[src/rtl/fetch_pkg.sv]
// Shared types and constants for the instruction fetch stage.
//   fetch_state_e : fetch FSM state encoding
//   NOP_INSTR     : instruction presented to decode out of reset (addi x0,x0,0)
//   PC_STEP_DEF   : default sequential PC increment
package fetch_pkg;

   typedef enum logic [2:0] {
      IDLE = 3'd0,
      REQ  = 3'd1,
      HOLD = 3'd2,
      DROP = 3'd3,
      HALT = 3'd4
   } fetch_state_e;

   localparam logic [31:0]  NOP_INSTR   = 32'h0000_0013;
   localparam int unsigned  PC_STEP_DEF = 4;

endpackage

[src/rtl/pc_fetch_unit_pc_adder.sv]
// PC adder: y = a + b, wrapping modulo 2^W.
//   a, b : operands (W bits)
//   y    : sum (W bits, carry out discarded)
module PC_Adder #(
   parameter int unsigned W = 32
) (
   input  logic [W-1:0] a,
   input  logic [W-1:0] b,
   output logic [W-1:0] y
);

   assign y = a + b;

endmodule

[src/rtl/pc_fetch_unit.sv]
// Program counter owner and instruction fetch stage.
// Fetches from imem over req/ack and presents {instr, pc, pc+step} to decode
// over valid/ready. Redirects from execute flush in-flight work.
// Ports:
//   clk, rst_n                      : clock, async active-low reset
//   imem_req/imem_addr/imem_ack/imem_rdata : instruction memory handshake
//   redirect_valid/redirect_pc      : branch/jump target from execute
//   out_valid/out_ready             : decode handshake
//   out_instr/out_pc/out_pc_plus4   : fetched instruction bundle
//   fetch_misalign                  : misaligned redirect flag (FETCH_MISALIGN_TRAP_EN only)
// Optional macro FETCH_MISALIGN_TRAP_EN: misaligned redirect halts fetch
// instead of clearing the low target bits.
module pc_fetch_unit
   import fetch_pkg::*;
#(
   parameter int unsigned     XLEN         = 32,
   parameter logic [XLEN-1:0] RESET_VECTOR = '0,
   parameter int unsigned     PC_STEP      = PC_STEP_DEF
) (
   input  logic            clk,
   input  logic            rst_n,
   output logic            imem_req,
   output logic [XLEN-1:0] imem_addr,
   input  logic            imem_ack,
   input  logic [31:0]     imem_rdata,
   input  logic            redirect_valid,
   input  logic [XLEN-1:0] redirect_pc,
`ifdef FETCH_MISALIGN_TRAP_EN
   output logic            fetch_misalign,
`endif
   output logic            out_valid,
   input  logic            out_ready,
   output logic [31:0]     out_instr,
   output logic [XLEN-1:0] out_pc,
   output logic [XLEN-1:0] out_pc_plus4
);

   localparam logic [XLEN-1:0] STEP       = XLEN'(PC_STEP);
   localparam logic [XLEN-1:0] RESET_PLUS = RESET_VECTOR + STEP;

   fetch_state_e    state_q, state_d;
   logic [XLEN-1:0] pc_q, pc_d;
   logic [XLEN-1:0] tgt_q, tgt_d;
   logic [XLEN-1:0] pc_plus_c;
   logic [XLEN-1:0] rd_tgt_c;
   logic [XLEN-1:0] addr_d, opc_d, opc4_d;
   logic [31:0]     instr_d;
   logic            req_d, valid_d;
`ifdef FETCH_MISALIGN_TRAP_EN
   logic            mis_c;
   logic            mis_d;
`endif

   PC_Adder #(.W(XLEN)) u_pc_adder (
      .a (pc_q),
      .b (STEP),
      .y (pc_plus_c)
   );

   // Word-aligned redirect target; identical to redirect_pc when aligned.
   assign rd_tgt_c = redirect_pc & ~XLEN'(2'b11);

`ifdef FETCH_MISALIGN_TRAP_EN
   assign mis_c = redirect_valid && (redirect_pc[1:0] != 2'b00);
`endif

   // State register
   always_ff @(posedge clk or negedge rst_n) begin
      if (!rst_n) state_q <= IDLE;
      else        state_q <= state_d;
   end

   // Next-state logic; redirect takes priority over ack/handshake
   always_comb begin
      state_d = state_q;
      case (state_q)
         IDLE: state_d = REQ;
         REQ: begin
            if (redirect_valid) state_d = imem_ack ? REQ : DROP;
            else if (imem_ack)  state_d = HOLD;
         end
         HOLD: if (redirect_valid || out_ready) state_d = REQ;
         DROP: if (imem_ack) state_d = REQ;
`ifdef FETCH_MISALIGN_TRAP_EN
         HALT: if (redirect_valid) state_d = REQ;
`endif
         default: state_d = IDLE;
      endcase
`ifdef FETCH_MISALIGN_TRAP_EN
      if (mis_c) state_d = HALT;
`endif
   end

   // Next values for PC, stored target and registered outputs
   always_comb begin
      pc_d    = pc_q;
      tgt_d   = tgt_q;
      instr_d = out_instr;
      opc_d   = out_pc;
      opc4_d  = out_pc_plus4;
`ifdef FETCH_MISALIGN_TRAP_EN
      mis_d   = fetch_misalign;
`endif
      case (state_q)
         IDLE: if (redirect_valid) pc_d = rd_tgt_c;
         REQ, DROP: begin
            // A redirect without ack must keep imem_addr: park it in tgt
            if (redirect_valid) begin
               if (imem_ack) pc_d  = rd_tgt_c;
               else          tgt_d = rd_tgt_c;
            end else if (imem_ack) begin
               if (state_q == REQ) begin
                  instr_d = imem_rdata;
                  opc_d   = pc_q;
                  opc4_d  = pc_plus_c;
               end else begin
                  pc_d = tgt_q;
               end
            end
         end
         HOLD: begin
            if (redirect_valid) pc_d = rd_tgt_c;
            else if (out_ready) pc_d = pc_plus_c;
         end
`ifdef FETCH_MISALIGN_TRAP_EN
         HALT: begin
            if (redirect_valid) begin
               pc_d  = rd_tgt_c;
               mis_d = 1'b0;
            end
         end
`endif
         default: ;
      endcase
`ifdef FETCH_MISALIGN_TRAP_EN
      // Misaligned target: report it unmodified and fetch nothing
      if (mis_c) begin
         pc_d    = pc_q;
         tgt_d   = tgt_q;
         instr_d = out_instr;
         opc_d   = redirect_pc;
         opc4_d  = out_pc_plus4;
         mis_d   = 1'b1;
      end
`endif
      req_d   = (state_d == REQ) || (state_d == DROP);
      valid_d = (state_d == HOLD);
      addr_d  = (state_d == REQ) ? pc_d : imem_addr;
   end

   // Datapath and output registers
   always_ff @(posedge clk or negedge rst_n) begin
      if (!rst_n) begin
         pc_q           <= RESET_VECTOR;
         tgt_q          <= RESET_VECTOR;
         imem_req       <= 1'b0;
         imem_addr      <= RESET_VECTOR;
         out_valid      <= 1'b0;
         out_instr      <= NOP_INSTR;
         out_pc         <= RESET_VECTOR;
         out_pc_plus4   <= RESET_PLUS;
`ifdef FETCH_MISALIGN_TRAP_EN
         fetch_misalign <= 1'b0;
`endif
      end else begin
         pc_q           <= pc_d;
         tgt_q          <= tgt_d;
         imem_req       <= req_d;
         imem_addr      <= addr_d;
         out_valid      <= valid_d;
         out_instr      <= instr_d;
         out_pc         <= opc_d;
         out_pc_plus4   <= opc4_d;
`ifdef FETCH_MISALIGN_TRAP_EN
         fetch_misalign <= mis_d;
`endif
      end
   end

endmodule

[config.mk]
export PLATFORM = sky130hd
export DESIGN_NAME = pc_fetch_unit
export DESIGN_NICKNAME = d
export VERILOG_FILES = /design/src/rtl/fetch_pkg.sv /design/src/rtl/pc_fetch_unit_pc_adder.sv /design/src/rtl/pc_fetch_unit.sv
export SDC_FILE = /design/constraint.sdc
export NUM_CORES = 1
export LEC_CHECK = 0
export CORE_UTILIZATION = 35
export DETAILED_ROUTE_END_ITERATION = 8
export GPL_TIMING_DRIVEN = 0
export PLACE_DENSITY = 0.6
export SETUP_SLACK_MARGIN = 0.15
export SYNTH_ARGS = -nofsm -noshare
export SYNTH_HDL_FRONTEND = slang
export SYNTH_SLANG_ARGS = --single-unit
export TNS_END_PERCENT = 1
[constraint.sdc]
create_clock -name clk -period 3.8 [get_ports clk]
set_clock_uncertainty 0.1 [all_clocks]
set_input_delay 0.95 -clock clk [delete_from_list [all_inputs] [get_ports clk]]
set_output_delay 0.95 -clock clk [all_outputs]
set_load 0.02 [all_outputs]
==> reports/qor.csv, run 1 <==
stage,metric,value,unit
run_status,status,completed,
sta,final setup fails,0,
grt,routing usage on met3,0.0549,
routing,WL final,36500,um
synthesis,Synth cell types,73,
clocking,Post-CTS Resized,0,
synthesis,synthesized area per cell,10.2,um^2
cells_and_area,fillcell total,2644,
die,die area,29700,um^2
synthesis,"top cells by area, synth","dfrtp_1 47%, mux2_2 13%, o21ai_0 4.7%",
critical_path,CP Class,reg2reg,
clocking,clk buf depth,2,
routing,1st-pass router iterations,6,
clocking,Num CTS Buffers,17,
synthesis,Commonest cells post-synth,"189 x dfrtp_1, 113 x mux2_2, 96 x o21ai_0, 89 x nand2_1, 46 x nor2_1",
synthesis,ys async rst share,1.00,
routing,DRC,0,
critical_path,crit-path max cell delay,970,ps
critical_path,crit-path leading delay family,simple AND/OR/NAND/NOR gates,
clocking,H-tree depth,4,
placed_design,Post-DP HPWL,26300,um
power,Worst VDD drop,258,uV
routing,Vias,8987,
synthesis,Mapped Cells,995,
die,Die X,172,um
die,CORE AREA,28200,um^2
critical_path,"critical path fanouts, max",10,
sta,Final WS setup,151,ps
die,die height,172,um
grt,grt total ovfl,0,
synthesis,most frequent cell after synthesis,dfrtp_1,
clocking,clock tree root buffer cell,clkbuf_16,
synthesis,sequential fraction of the synthesis area,0.477,
synthesis,post-synth top area share,0.466,
cells_and_area,synthesis-to-layout area growth,30.2,%
placed_design,Routability Congestion,0.931,
power,Lkg Pwr,5.36,nW
routing,Initial DRC Count,848,
routing,ANT nets after route,0,
critical_path,arrival time worst endpoint,3860,ps
critical_path,critical-path cell list,"ha_1, clkbuf_1, nand3_1, nor3_1, and3_1, mux2i_1, a31oi_1",
hold_path,Hold Crit Class,reg2reg,
cells_and_area,Finished Core Util,0.469,
synthesis,Post-Syn Nets,1065,
synthesis,Synth Register Bits,193,
routing,drt wl/cell,22.8,um
cells_and_area,register area,4830,um^2
flow_run,max cap viols,0,
synthesis,Yosys warnings,0,
sta,Final Hold Vio Count,0,
grt,initial antenna violation count,1,
sta,hold slack final,385,ps
placed_design,pre-CTS setup slack,102,ps
critical_path,CP Launch Type,flop,
grt,grt met1 use,0.336,
sta,Slew HR,0.163,
power,Total Power,7.27,mW
sta,Worst Tran Pin Value,1240,ps
sta,Fmax,274,MHz
die,Top Ports,199,
grt,largest net degree at the start of global routing,116,
sta,fin crit share,0.960,
synthesis,Post-synth EDFFs,0,
sta,Period minus WS final,3650,ps
synthesis,Mapped Area,10100,um^2
critical_path,slowest CP cell,nor3_1,
grt,GRT Total Usage,0.248,
power,Cell Pwr Density,550,nW/um^2
grt,M2 GR Usage,0.378,
critical_path,Worst Path Buf+Inv,1,
clocking,TritonCTS Sinks,193,
sta,setup_tns,0,ps
routing,drt via density,5.61,
clocking,clock-pin slew on the worst setup and hold paths,80,ps
die,Initial Utilization,0.360,
sta,Max Transition Viols Final,0,
cells_and_area,area of the multi-input gates,4830,um^2
cells_and_area,fin nets,1279,
sta,RSZ-0062 raised after global routing,no,
clocking,worst-skew pair later-pin latency,450,ps
clocking,TritonCTS clock tree,done,
clocking,Hold Buf Count CTS,0,
critical_path,Critical Path End Type,flop,
cells_and_area,layout cell share with drive strength beyond 1,0.173,
die,# rows,61,
placed_design,Port Buffers,194,
synthesis,dominant cell type by area after synthesis,dfrtp_1,
grt,first-pass GRT wire length,53700,um
grt,vias in the first global route,8644,
critical_path,WP data required,4020,ps
synthesis,Synth Flop Type,dfrtp_1,
grt,Top Usage Layer GRT,met2,
clocking,Post-CTS Repair Setup Buffers,0,
-- layer usage --
| metal | up-vias | share of wire |
|---|---|---|
| li1 | 4048 | - |
| met1 | 4388 | 0.43 |
| met2 | 482 | 0.44 |
| met3 | 69 | 0.093 |
| met4 | 0 | 0.036 |
| met5 | - | 0 |
-- stage by stage --
step | cells | instance area (um^2)
floorplan | 995 | 10100
global placement | 1567 | 12600
detailed placement | 1568 | 12600
CTS | 1600 | 13200
global route | 1600 | 13200
finish | 1601 | 13200
-- final cells by class --
cell class                 instances  share of cell area
antenna                            1            0.000189
buffer                            94              0.0319
clock buffer                      17              0.0322
clock inverter                    15              0.0146
inverter                          14             0.00398
multi-input combinational        694               0.366
sequential                       193               0.366
tap                              378              0.0358
timing repair buffer             195               0.149
-- cells by family (layout without fill, tap and decap cells) --
family / after synthesis / count (layout) / share of synthesized area
flip-flops: 193 / 193 / 0.477
AND/OR/NAND/NOR: 277 / 277 / 0.145
AO/OA/AOI/OAI: 243 / 243 / 0.150
other: 1 / 2 / 0.000370
buffers and inverters: 108 / 335 / 0.0468
adder cells (fa/ha/maj): 1 / 1 / 0.00123
multiplexers: 137 / 137 / 0.149
XOR/XNOR: 35 / 35 / 0.0302
-- placed cells by master, fill, tap and decap left out, drive strengths merged, types with 6 or more instances in the layout --
cell type      count
a31oi             25
nor2b             11
a2bb2oi            7
o211ai            13
dfrtp            189
clkbuf            62
and3              14
and2               7
o21ai            102
mux2             114
o31ai              6
nand4             18
mux2i             23
a211oi             7
a21oi             37
nor2              46
nor4              17
xor2               9
nand2             89
buf               51
xnor2             26
inv               25
nand3             34
nor3              18
clkdlybuf4s50    193
-- power by group --
| group | internal [mW] | switching, mW | total, mW |
|---|---|---|---|
| Clock | 0.916 | 0.996 | 1.91 |
| Combinational | 1.16 | 1.36 | 2.52 |
| Sequential | 2.54 | 0.292 | 2.83 |
| Total | 4.62 | 2.65 | 7.27 |
-- state kept, by name, summed over array words and instances, names as in the netlist --
signal and flops:
out_instr 32, out_pc_plus4 30, pc_q 32, out_valid 1, tgt_q 30, out_pc 32, imem_req 1, state_q 3
imem_addr 32
-- worst register-to-register path: cells and delay by family (launching register included) --
family / cells / cell delay (ps)
AO/OA/AOI/OAI: 1 / 140
adder cells (fa/ha/maj): 1 / 220
buffers and inverters: 1 / 400
flip-flops: 1 / 600
multiplexers: 1 / 340
AND/OR/NAND/NOR: 3 / 1730
-- final timing paths --
check | startpoint | to | slack [ps] | depth (start not counted)
worst max-delay path | pc_q[2]$_DFF_PN0_ | imem_addr[26]$_DFFE_PN0N_ | 150 | 7
worst min-delay path | out_pc_plus4[11]$_DFFE_PN0P_ | out_pc_plus4[11]$_DFFE_PN0P_ | 390 | 2
worst max register to register | pc_q[2]$_DFF_PN0_ | imem_addr[26]$_DFFE_PN0N_ | 150 | 7
worst min register to register | out_pc_plus4[11]$_DFFE_PN0P_ | out_pc_plus4[11]$_DFFE_PN0P_ | 390 | 2
max in group asynchronous | rst_n | imem_addr[5]$_DFFE_PN0N_ | 2190 | 2
min in group asynchronous | rst_n | out_pc_plus4[26]$_DFFE_PN0P_ | 490 | 1
(Power assumes the default switching activity.)
==> run 2, diff against run 1 <==
Settings changed: CORE_ASPECT_RATIO from default to 0.8.
==> reports/qor.csv, run 2 (synthesis results as in run 1) <==
stage,metric,value,unit
routing,Initial DRC Count,1093,
run_status,status,completed,
sta,Final Hold Vio Count,0,
sta,RSZ-0062 raised after global routing,no,
cells_and_area,Finished Core Util,0.465,
cells_and_area,synthesis-to-layout area growth,30.1,%
die,die height,154,um
critical_path,slowest CP cell,dfrtp_1,
routing,WL final,37700,um
cells_and_area,fin nets,1279,
sta,Period minus WS final,3490,ps
critical_path,Worst Path Buf+Inv,1,
sta,Max Transition Viols Final,0,
grt,largest net degree at the start of global routing,109,
grt,grt total ovfl,0,
clocking,Post-CTS Repair Setup Buffers,0,
placed_design,Post-DP HPWL,26700,um
sta,setup_tns,0,ps
critical_path,Critical R2R Capture,pc_q[22]$_DFF_PN0_,
grt,initial antenna violation count,1,
clocking,H-tree depth,4,
routing,drt wl/cell,23.6,um
grt,first-pass GRT wire length,56100,um
critical_path,critical-path cell list,"ha_1, clkbuf_1, nand3_1, or3_1, o311ai_1, o211ai_1, a32oi_1",
flow_run,max cap viols,0,
critical_path,WP data required,4060,ps
critical_path,CP Launch Type,flop,
critical_path,Critical Path End Type,flop,
sta,Fmax,286,MHz
hold_path,Hold Crit Class,in2async,
clocking,clock-pin slew on the worst setup and hold paths,70,ps
placed_design,Routability Congestion,0.945,
critical_path,R2R depth,7,
clocking,TritonCTS Sinks,193,
clocking,Post-CTS Resized,0,
placed_design,Port Buffers,194,
critical_path,"critical path fanouts, max",10,
routing,1st-pass router iterations,5,
grt,vias in the first global route,8809,
critical_path,r2r setup slk,310,ps
die,Top Ports,199,
cells_and_area,register area,4830,um^2
die,CORE AREA,28400,um^2
cells_and_area,layout cell share with drive strength beyond 1,0.173,
clocking,worst-skew pair later-pin latency,460,ps
sta,fin crit share,0.919,
cells_and_area,fillcell total,2727,
power,Total Power,7.28,mW
placed_design,pre-CTS setup slack,69.9,ps
clocking,Num CTS Buffers,17,
die,die area,29700,um^2
critical_path,arrival time worst endpoint,3750,ps
sta,final setup fails,0,
cells_and_area,"most common cell after layout, fill and taps aside",clkdlybuf4s50_1,
critical_path,crit-path max cell delay,600,ps
clocking,TritonCTS clock tree,done,
routing,Vias,9141,
routing,drt via density,5.74,
power,Cell Pwr Density,552,nW/um^2
routing,DRC,0,
clocking,clk buf depth,2,
cells_and_area,area of the multi-input gates,4840,um^2
grt,GRT Total Usage,0.257,
cells_and_area,"commonest non-fill, non-tap cells in the layout","193 x clkdlybuf4s50_1, 189 x dfrtp_1, 113 x mux2_2",
power,Worst VDD drop,332,uV
sta,Final WS setup,309,ps
power,Lkg Pwr,5.36,nW
critical_path,worst r2r src,pc_q[2]$_DFF_PN0_,
die,Initial Utilization,0.358,
sta,Slew HR,0.275,
die,Die X,192,um
critical_path,CP Class,reg2reg,
clocking,Hold Buf Count CTS,0,
clocking,clock tree root buffer cell,clkbuf_16,
sta,Worst Tran Pin Value,1080,ps
critical_path,crit-path leading delay family,simple AND/OR/NAND/NOR gates,
die,# rows,55,
routing,ANT nets after route,0,
[run 2: where the power goes]
group	leakage [nW]	switching (mW)	total, mW	internal, mW
registers	2.32	0.289	2.83	2.54
logic	2.74	1.38	2.54	1.16
clock network	0.301	0.837	1.91	1.07
[run 2: metal layers]
layer  share of wire  global-route usage  wire length (um)  up-vias
met3            0.12              0.0919              4410       82
li1                -                   -                 -     4032
met1            0.45               0.372             16900     4475
met4           0.030              0.0874              1120        0
met2            0.40               0.351             15200      552
met5               0                   0                 0        -
[run 2: area by class of cell]
class	count	area share
multi-input cells	694	0.367
flip-flops and latches	193	0.366
repair buffers	195	0.150
well taps	370	0.0351
clock buffers	20	0.0346
plain buffers	94	0.0320
clock inverters	12	0.0116
inverters	14	0.00398
diodes	1	0.000190
[run 2: worst max-delay path by stage]
| stage | end | depth (start not counted) | from | slack, ps |
|---|---|---|---|---|
| finish | pc_q[22]$_DFF_PN0_ | 7 | pc_q[2]$_DFF_PN0_ | 310 |
| global route | imem_addr[9]$_DFFE_PN0N_ | 6 | redirect_valid | 320 |
| CTS | imem_addr[26]$_DFFE_PN0N_ | 7 | pc_q[2]$_DFF_PN0_ | 310 |
| detailed placement | imem_addr[23]$_DFFE_PN0N_ | 8 | imem_ack | 70 |
| global placement | out_pc[2]$_DFFE_PN0P_ | 1 | rst_n | -6900 |
| floorplan | imem_addr[15]$_DFFE_PN0N_ | 8 | redirect_valid | 1150 |
[run 2: worst reg2reg max path, cell delays in order (launching register included)]
cell and delay [ps]:
dfrtp_1 600, ha_1 220, clkbuf_1 480, nand3_1 540, or3_1 530, o311ai_1 440
o211ai_1 210, a32oi_1 280
[run 2: through the flow]
stage          hold slack (ps)  instance area, um^2  std cells
6_report                   326                13200       1593
3_3_place_gp               362                12500       1559
5_1_grt                    393                13200       1592
3_5_place_dp               369                12600       1560
2_1_floorplan              373                10100        995
4_1_cts                    386                13200       1592
==> run 3, diff against run 2 <==
Settings changed: CORE_UTILIZATION 35 to 55, PLACE_DENSITY 0.6 to 0.86, SLEW_MARGIN from default to 10.
==> reports/qor.csv, run 3 (synthesis results as in run 1) <==
stage,metric,value,unit
cells_and_area,layout cell share with drive strength beyond 1,0.173,
hold_path,Hold Crit Class,in2async,
cells_and_area,fin nets,1279,
die,die area,19000,um^2
clocking,H-tree depth,4,
critical_path,Critical Path End Type,flop,
critical_path,crit-path max cell delay,860,ps
grt,initial antenna violation count,0,
sta,Final Hold Vio Count,0,
critical_path,crit path launch,pc_q[2]$_DFF_PN0_,
critical_path,"critical path fanouts, max",10,
critical_path,WP data required,4010,ps
routing,ANT nets after route,0,
die,Die X,154,um
sta,final setup fails,0,
sta,Max Transition Viols Final,0,
grt,first-pass GRT wire length,53600,um
power,Cell Pwr Density,554,nW/um^2
critical_path,worst r2r src,pc_q[2]$_DFF_PN0_,
routing,WL final,35900,um
critical_path,Critical R2R Capture,imem_addr[26]$_DFFE_PN0N_,
placed_design,Routability Congestion,0.984,
clocking,TritonCTS clock tree,done,
grt,vias in the first global route,9061,
sta,Final WS setup,223,ps
cells_and_area,ANT cells,0,
run_status,status,completed,
placed_design,Port Buffers,194,
critical_path,crit-path leading delay family,simple AND/OR/NAND/NOR gates,
critical_path,arrival time worst endpoint,3790,ps
clocking,Post-CTS Repair Setup Buffers,0,
critical_path,slowest CP cell,nor3_1,
placed_design,pre-CTS setup slack,142,ps
clocking,Num CTS Buffers,17,
sta,Slew HR,0.283,
flow_run,max cap viols,0,
critical_path,Worst path depth,7,
critical_path,CP Launch Type,flop,
routing,DRC,0,
grt,grt total ovfl,0,
placed_design,Post-DP HPWL,25100,um
critical_path,CP Class,reg2reg,
sta,Worst Tran Pin Value,1080,ps
clocking,clock tree root buffer cell,clkbuf_16,
cells_and_area,"most common cell after layout, fill and taps aside",clkdlybuf4s50_1,
clocking,Hold Buf Count CTS,0,
routing,drt wl/cell,24.7,um
sta,RSZ-0062 raised after global routing,no,
critical_path,r2r setup slk,220,ps
clocking,TritonCTS Sinks,193,
power,Lkg Pwr,5.34,nW
sta,hold slack final,376,ps
die,Top Ports,199,
routing,Vias,9616,
cells_and_area,synthesis-to-layout area growth,28.1,%
die,CORE AREA,18100,um^2
sta,Period minus WS final,3580,ps
routing,1st-pass router iterations,6,
critical_path,R2R depth,7,
power,Worst VDD drop,331,uV
routing,drt via density,6.62,
clocking,clk buf depth,2,
grt,GRT Total Usage,0.384,
routing,Initial DRC Count,1341,
power,Total Power,7.19,mW
die,# rows,44,
grt,largest net degree at the start of global routing,108,
sta,fin crit share,0.941,
die,die height,123,um
cells_and_area,"commonest non-fill, non-tap cells in the layout","193 x clkdlybuf4s50_1, 189 x dfrtp_1, 113 x mux2_2",
clocking,Post-CTS Resized,0,
sta,Fmax,280,MHz
critical_path,critical-path cell list,"ha_1, clkbuf_1, nand3_1, nor3_1, and3_1, mux2i_1, a31oi_1",
critical_path,Worst Path Buf+Inv,1,
die,Initial Utilization,0.560,
clocking,clock-pin slew on the worst setup and hold paths,80,ps
critical_path,CP endpoint,imem_addr[26]$_DFFE_PN0N_,
clocking,worst-skew pair later-pin latency,450,ps
run 3: worst min path at each step:
stage	start	to	slack, ps	cells after the start
detailed placement	imem_addr[9]$_DFFE_PN0N_	imem_addr[9]$_DFFE_PN0N_	370	2
global placement	out_pc_plus4[28]$_DFFE_PN0P_	out_pc_plus4[28]$_DFFE_PN0P_	360	2
finish	rst_n	out_pc[26]$_DFFE_PN0P_	380	1
floorplan	pc_q[0]$_DFF_PN0_	out_pc[0]$_DFFE_PN0P_	370	1
global route	out_pc_plus4[26]$_DFFE_PN0P_	out_pc_plus4[26]$_DFFE_PN0P_	410	2
CTS	imem_addr[9]$_DFFE_PN0N_	imem_addr[9]$_DFFE_PN0N_	390	2
run 3: final cells by class:
type / count / area, um^2
buffer: 94 / 422
timing repair buffer: 195 / 1970
inverter: 14 / 52.6
clock buffer: 17 / 425
clock inverter: 15 / 161
tap: 230 / 288
fill: 1348 / 5120
sequential: 193 / 4830
multi-input combinational: 694 / 4830
run 3: routing by layer:
metal / global-route usage / wire, um / share of wire / vias up
met3: 0.126 / 4780 / 0.13 / 144
met1: 0.513 / 14400 / 0.40 / 4699
met5: 0 / 0 / 0 / -
met2: 0.572 / 15300 / 0.43 / 736
li1: - / - / - / 4037
met4: 0.169 / 1340 / 0.037 / 0
run 3: through the flow:
stage                TNS, ps  area [um^2]  utilization  instances
floorplan                  0        10100            -        995
global placement    -1202090        12400        0.683       1419
detailed placement         0        12400        0.685       1420
CTS                        0        13000        0.717       1452
global route               0        13000        0.717       1452
finish                     0        13000        0.717       1452
run 3: power breakdown:
| group | total (mW) | internal (mW) | switching, mW |
|---|---|---|---|
| clock | 1.81 | 0.882 | 0.930 |
| combinational | 2.54 | 1.16 | 1.38 |
| sequential | 2.84 | 2.54 | 0.294 |
run 3: worst register-to-register path, delay by kind of cell, from the launching register on:
| kind | cells | cell delay (ps) |
|---|---|---|
| AOI/OAI and AO/OA | 1 | 140 |
| adders and majority gates | 1 | 220 |
| buffers and inverters | 1 | 430 |
| DFF | 1 | 610 |
| muxes | 1 | 300 |
| and+or+nand+nor | 3 | 1640 |
